File: src/rtl/mux_arb_n.sv
// mux_arb_n: N-channel registered multiplexer with a valid/ready handshake
// on every input and on the output. One output register gives one-cycle
// latency at full throughput.
// Channel choice is an explicit selector. When the MUX_ARB_RR_EN macro is
// defined, round-robin arbitration is also built and mode_i picks between
// the two. When the macro is undefined, mode_i is ignored.

// Per-channel handshake and data gating. The top level ORs the gated words
// together, so it needs no wide index mux.
module mux_arb_n_lane #(
    parameter int WIDTH = 32
) (
    input  logic             gnt,
    input  logic             load,
    input  logic [WIDTH-1:0] data,
    output logic             ready,
    output logic [WIDTH-1:0] data_gated
);
    // Only the granted channel sees ready, and only when the register can load.
    assign ready      = load & gnt;
    // A non-granted channel contributes zero to the OR tree.
    assign data_gated = gnt ? data : '0;
endmodule

module mux_arb_n #(
    parameter int WIDTH    = 32,
    parameter int CHANNELS = 4,
    parameter int SEL_W    = $clog2(CHANNELS)
) (
    input  logic                      clk,
    input  logic                      reset,
    input  logic [WIDTH*CHANNELS-1:0] data_i,
    input  logic [CHANNELS-1:0]       valid_i,
    output logic [CHANNELS-1:0]       ready_o,
    input  logic [SEL_W-1:0]          selector,
    input  logic                      mode_i,
    output logic [WIDTH-1:0]          data_o,
    output logic                      valid_o,
    input  logic                      ready_i,
    output logic [SEL_W-1:0]          chan_o
);
    logic                           load;
    logic                           xfer_in;
    logic [CHANNELS-1:0]            sel_oh;
    logic [CHANNELS-1:0]            gnt_oh;
    logic                           gnt_vld;
    logic [SEL_W-1:0]               gnt_idx;
    logic [CHANNELS-1:0][WIDTH-1:0] data_gated;
    logic [WIDTH-1:0]               data_mux;

    // The register accepts a word when it is empty or is draining this cycle.
    // Reset forces every ready_o bit low while it is held.
    assign load = ~reset & (~valid_o | ready_i);

    // Select mode: decode the selector to one-hot. An out-of-range index
    // matches no channel, so it can never grant.
    always_comb begin
        sel_oh = '0;
        for (int k = 0; k < CHANNELS; k++)
            sel_oh[k] = valid_i[k] && (selector == SEL_W'(k));
    end

`ifdef MUX_ARB_RR_EN
    logic [SEL_W-1:0]    ptr;
    logic [CHANNELS-1:0] rr_oh;
    int                  rr_best;
    int                  rr_dist;

    // Round-robin: take the valid channel nearest after ptr, wrapping. The
    // distance of channel k is (k - ptr - 1) mod CHANNELS, so ptr+1 has
    // distance 0 and ptr itself has the largest distance.
    always_comb begin
        rr_oh   = '0;
        rr_best = CHANNELS;
        rr_dist = 0;
        for (int k = 0; k < CHANNELS; k++) begin
            rr_dist = (k + 2*CHANNELS - 1 - int'(ptr)) % CHANNELS;
            if (valid_i[k] && rr_dist < rr_best) begin
                rr_best  = rr_dist;
                rr_oh    = '0;
                rr_oh[k] = 1'b1;
            end
        end
    end

    assign gnt_oh = mode_i ? rr_oh : sel_oh;

    // ptr follows the winner only on round-robin transfers. Reset sets it
    // to the last channel, so channel 0 wins first.
    always_ff @(posedge clk or posedge reset) begin
        if (reset)
            ptr <= SEL_W'(CHANNELS-1);
        else if (xfer_in && mode_i)
            ptr <= gnt_idx;
    end
`else
    logic unused_mode;

    assign unused_mode = mode_i;
    assign gnt_oh      = sel_oh;
`endif

    assign gnt_vld = |gnt_oh;
    assign xfer_in = load & gnt_vld;

    // Encode the one-hot grant into the channel index stored in chan_o.
    always_comb begin
        gnt_idx = '0;
        for (int k = 0; k < CHANNELS; k++)
            if (gnt_oh[k]) gnt_idx = SEL_W'(k);
    end

    genvar g;
    generate
        for (g = 0; g < CHANNELS; g++) begin : g_lane
            mux_arb_n_lane #(.WIDTH(WIDTH)) u_lane (
                .gnt        (gnt_oh[g]),
                .load       (load),
                .data       (data_i[g*WIDTH +: WIDTH]),
                .ready      (ready_o[g]),
                .data_gated (data_gated[g])
            );
        end
    endgenerate

    // OR the gated lane words together. At most one lane is non-zero.
    always_comb begin
        data_mux = '0;
        for (int k = 0; k < CHANNELS; k++)
            data_mux = data_mux | data_gated[k];
    end

    // Output register. A fill wins over a drain, and a drain alone only
    // clears valid_o, so data_o and chan_o keep the last word.
    always_ff @(posedge clk or posedge reset) begin
        if (reset) begin
            data_o  <= '0;
            valid_o <= 1'b0;
            chan_o  <= '0;
        end else if (xfer_in) begin
            data_o  <= data_mux;
            valid_o <= 1'b1;
            chan_o  <= gnt_idx;
        end else if (ready_i) begin
            valid_o <= 1'b0;
        end
    end
endmodule
File: config.mk
export PLATFORM = sky130hd
export DESIGN_NAME = mux_arb_n
export DESIGN_NICKNAME = d
export VERILOG_FILES = /design/src/rtl/mux_arb_n.sv
export SDC_FILE = /design/constraint.sdc
export NUM_CORES = 1
export LEC_CHECK = 0
export ABC_AREA = 1
export CORE_UTILIZATION = 30
export CTS_CLUSTER_DIAMETER = 80
export DETAILED_ROUTE_END_ITERATION = 7
export PLACE_DENSITY_LB_ADDON = 0.05
export SLEW_MARGIN = 0
export SYNTH_ARGS = -nofsm -noshare
export SYNTH_HDL_FRONTEND = slang
export SYNTH_SLANG_ARGS = --single-unit
File: constraint.sdc
create_clock -name clk -period 4.1 [get_ports clk]
set_input_delay 0.82 -clock clk [delete_from_list [all_inputs] [get_ports clk]]
set_output_delay 0.82 -clock clk [all_outputs]
set_load 0.03 [all_outputs]
==> impl_metrics.ini <==
[yosys]
synth_nets = 650
yosysWarningCount = 0
ys_types = 16
seq_area_frac_synth = 0.306
syn_area_per_cell_sq_um = 5.60
ys_ff_latch = 35
synth_cells = 512
syn_area_sq_um = 2870

[detailed_routing]
wl_per_cell_microns = 12.5
drc_errors = 0
wl_microns = 9990
ant_nets = 0
drtPass1Iterations = 4
drt_iter0_drc = 95
viasPerCell = 4.43
vias = 3538

[cts]
clockBufferDepth = 2
clock_latency_ps = 290
clock_sinks = 35
cts.clk_slew.worst_paths_ps = 80
cts.hold.buffers_added = 0
cts_resized = 0
cts_setup_buffers = 0
numCtsBuffers = 5
cts.htree.levels = 2
cts_tree = done
root_buffer = clkbuf_8

[floorplan]
fp.coreArea_sq_um = 9240
initial_core_util = 0.310
die_y_microns = 99.8
io_pins = 177
die_w_microns = 99.8
rows = 35
die_area_sq_um = 9950

[timing]
period_share = 0.820
rsz0062_at_grt = no
max_freq_ghz = 0.297
relSlewSlack = 0.462
hold_violations = 0
fin_worst_hold_slack_ps = 480
setup_tns_ps = 0
worstMarginPinSlew_ps = 804
maxSlewViolCount = 0
finClkSkew_ps = 8.41
min_period_ps = 3360
setup-violations-final = 0

[final_layout]
fillers = 987
antenna_cells = 0
final_common_cell = clkdlybuf4s50_1
final_nets = 807
multi_input_area_sq_um = 1440
final-instance-count-excl-fill = 799
regArea_sq_um = 876
drive_gt1_frac = 0.0403
layout_common_cells = clkdlybuf4s50_1 (172), nand2_1 (167), nor2_1 (103)
area.growth.synth_to_final_pct = 66.7

[pwr]
power_density_nw_per_um2 = 288
swShare = 0.361
p_int_mw = 0.879
combPwrFrac = 0.443
ir_worst_vdd_mv = 0.113
clockPowerShare = 0.231
pwr-share-seq = 0.326
power_switching_mw = 0.496
leakagePower_nw = 2.59
p_total_mw = 1.37

[worst_setup_path]
cp-start-kind = primary input
crit_arrival_ps = 2540
end_kind = output pin
crit_top_cell = clkdlybuf4s50_1
crit_chain = clkdlybuf4s50_1 -> o21ai_1 -> nor2_1 -> clkdlybuf4s50_1
critPathKind = in2out
critical_path_required_ps = 3280
path_max_fanout = 6
slowest_stage = clkdlybuf4s50_1
max_stage_delay_ps = 640

[placed_design]
gp_congestion = 0.802
portBuffers = 175
placed_cells = 791
hpwl_microns = 7120

[global_route]
globalRoute.totalOverflow = 0
grt_pass1_vias = 3263
antenna_found_initial = 0
grt_pass1_wl_microns = 15600
grtUsageTotal = 0.201
grt_max_degree = 36

[status]
outcome = finished clean

[min_path]
hp-class = reg2reg

[job]
maxCapViolations = 0
-- per-layer routing --
layer	global-route usage	up-vias	routed length, microns	part of all wire
met2	0.353	124	4750	0.48
met1	0.251	1588	4360	0.44
li1	-	1820	-	-
met5	0	-	0	0
met3	0.0478	6	821	0.082
met4	0.0362	0	55	0.0055
-- state kept, by name, summed over array words and instances, names as in the netlist --
name	cells
valid_o	1
chan_o	2
data_o	32
-- cell usage after synthesis --
master | n | area (sq um)
buf_1 | 3 | 11.3
buf_2 | 4 | 20.0
buf_4 | 11 | 82.6
clkbuf_1 | 16 | 60.1
dfrtp_1 | 35 | 876
inv_1 | 98 | 368
inv_2 | 3 | 11.3
nand2_1 | 167 | 627
nand3_1 | 34 | 170
nand3_2 | 1 | 10.0
nand4_1 | 32 | 200
nor2_1 | 103 | 387
nor2_2 | 1 | 6.26
nor2_4 | 1 | 11.3
o21ai_1 | 2 | 10.0
o21ai_4 | 1 | 16.3
-- cell type report --
class                   instances  share of cell area
repair buffers                184               0.379
multi-input cells             342               0.301
flip-flops and latches         35               0.183
inverters                     101              0.0793
well taps                     129              0.0338
clock buffers                   5              0.0144
clock inverters                 3             0.00916
-- stage by stage --
| stage | util | worst slack, ps | cell area (sq um) |
|---|---|---|---|
| global route | 0.517 | 642 | 4780 |
| CTS | 0.517 | 711 | 4780 |
| global placement | 0.505 | 737 | 4670 |
| floorplan | - | 872 | 2870 |
| detailed placement | 0.505 | 726 | 4670 |
| finish | 0.517 | 737 | 4780 |
-- path summary, 6_finish.rpt --
path	from	endpoint	slack, ps	cells past startpoint
max in group asynchronous	reset	data_o[8]$_DFFE_PP0P_	2800	3
setup / recovery	ready_i	ready_o[1]	740	4
setup reg to reg	valid_o$_DFFE_PP0P_	valid_o$_DFFE_PP0P_	2350	6
hold reg to reg	chan_o[1]$_DFFE_PP0P_	chan_o[1]$_DFFE_PP0P_	480	2
min in group asynchronous	reset	valid_o$_DFFE_PP0P_	960	3
hold / removal	chan_o[1]$_DFFE_PP0P_	chan_o[1]$_DFFE_PP0P_	480	2
-- power groups by stage --
| stage | Clock (mW) | Sequential (mW) | Combinational, mW |
|---|---|---|---|
| 6_report | 0.317 | 0.448 | 0.610 |
| 5_1_grt | 0.342 | 0.457 | 0.660 |
| 4_1_cts | 0.326 | 0.449 | 0.615 |
| 3_5_place_dp | 0 | 0.453 | 0.614 |
| 3_3_place_gp | 0 | 0.453 | 0.610 |
| 2_1_floorplan | 0 | 0.585 | 0.168 |
-- critical path, delay by kind of cell --
family | cells | cell delay [ps]
simple gates | 1 | 130
buf+inv | 2 | 1060
compound gates | 1 | 520
-- cells by family (layout without fill, tap and decap cells) --
kind of cell | Yosys count | count (layout) | share of synthesized area
AND/OR/NAND/NOR | 339 | 339 | 0.492
buffers and inverters | 135 | 293 | 0.193
flip-flops | 35 | 35 | 0.306
AO/OA/AOI/OAI | 3 | 3 | 0.00917
Power figures use the tool's default switching activity.
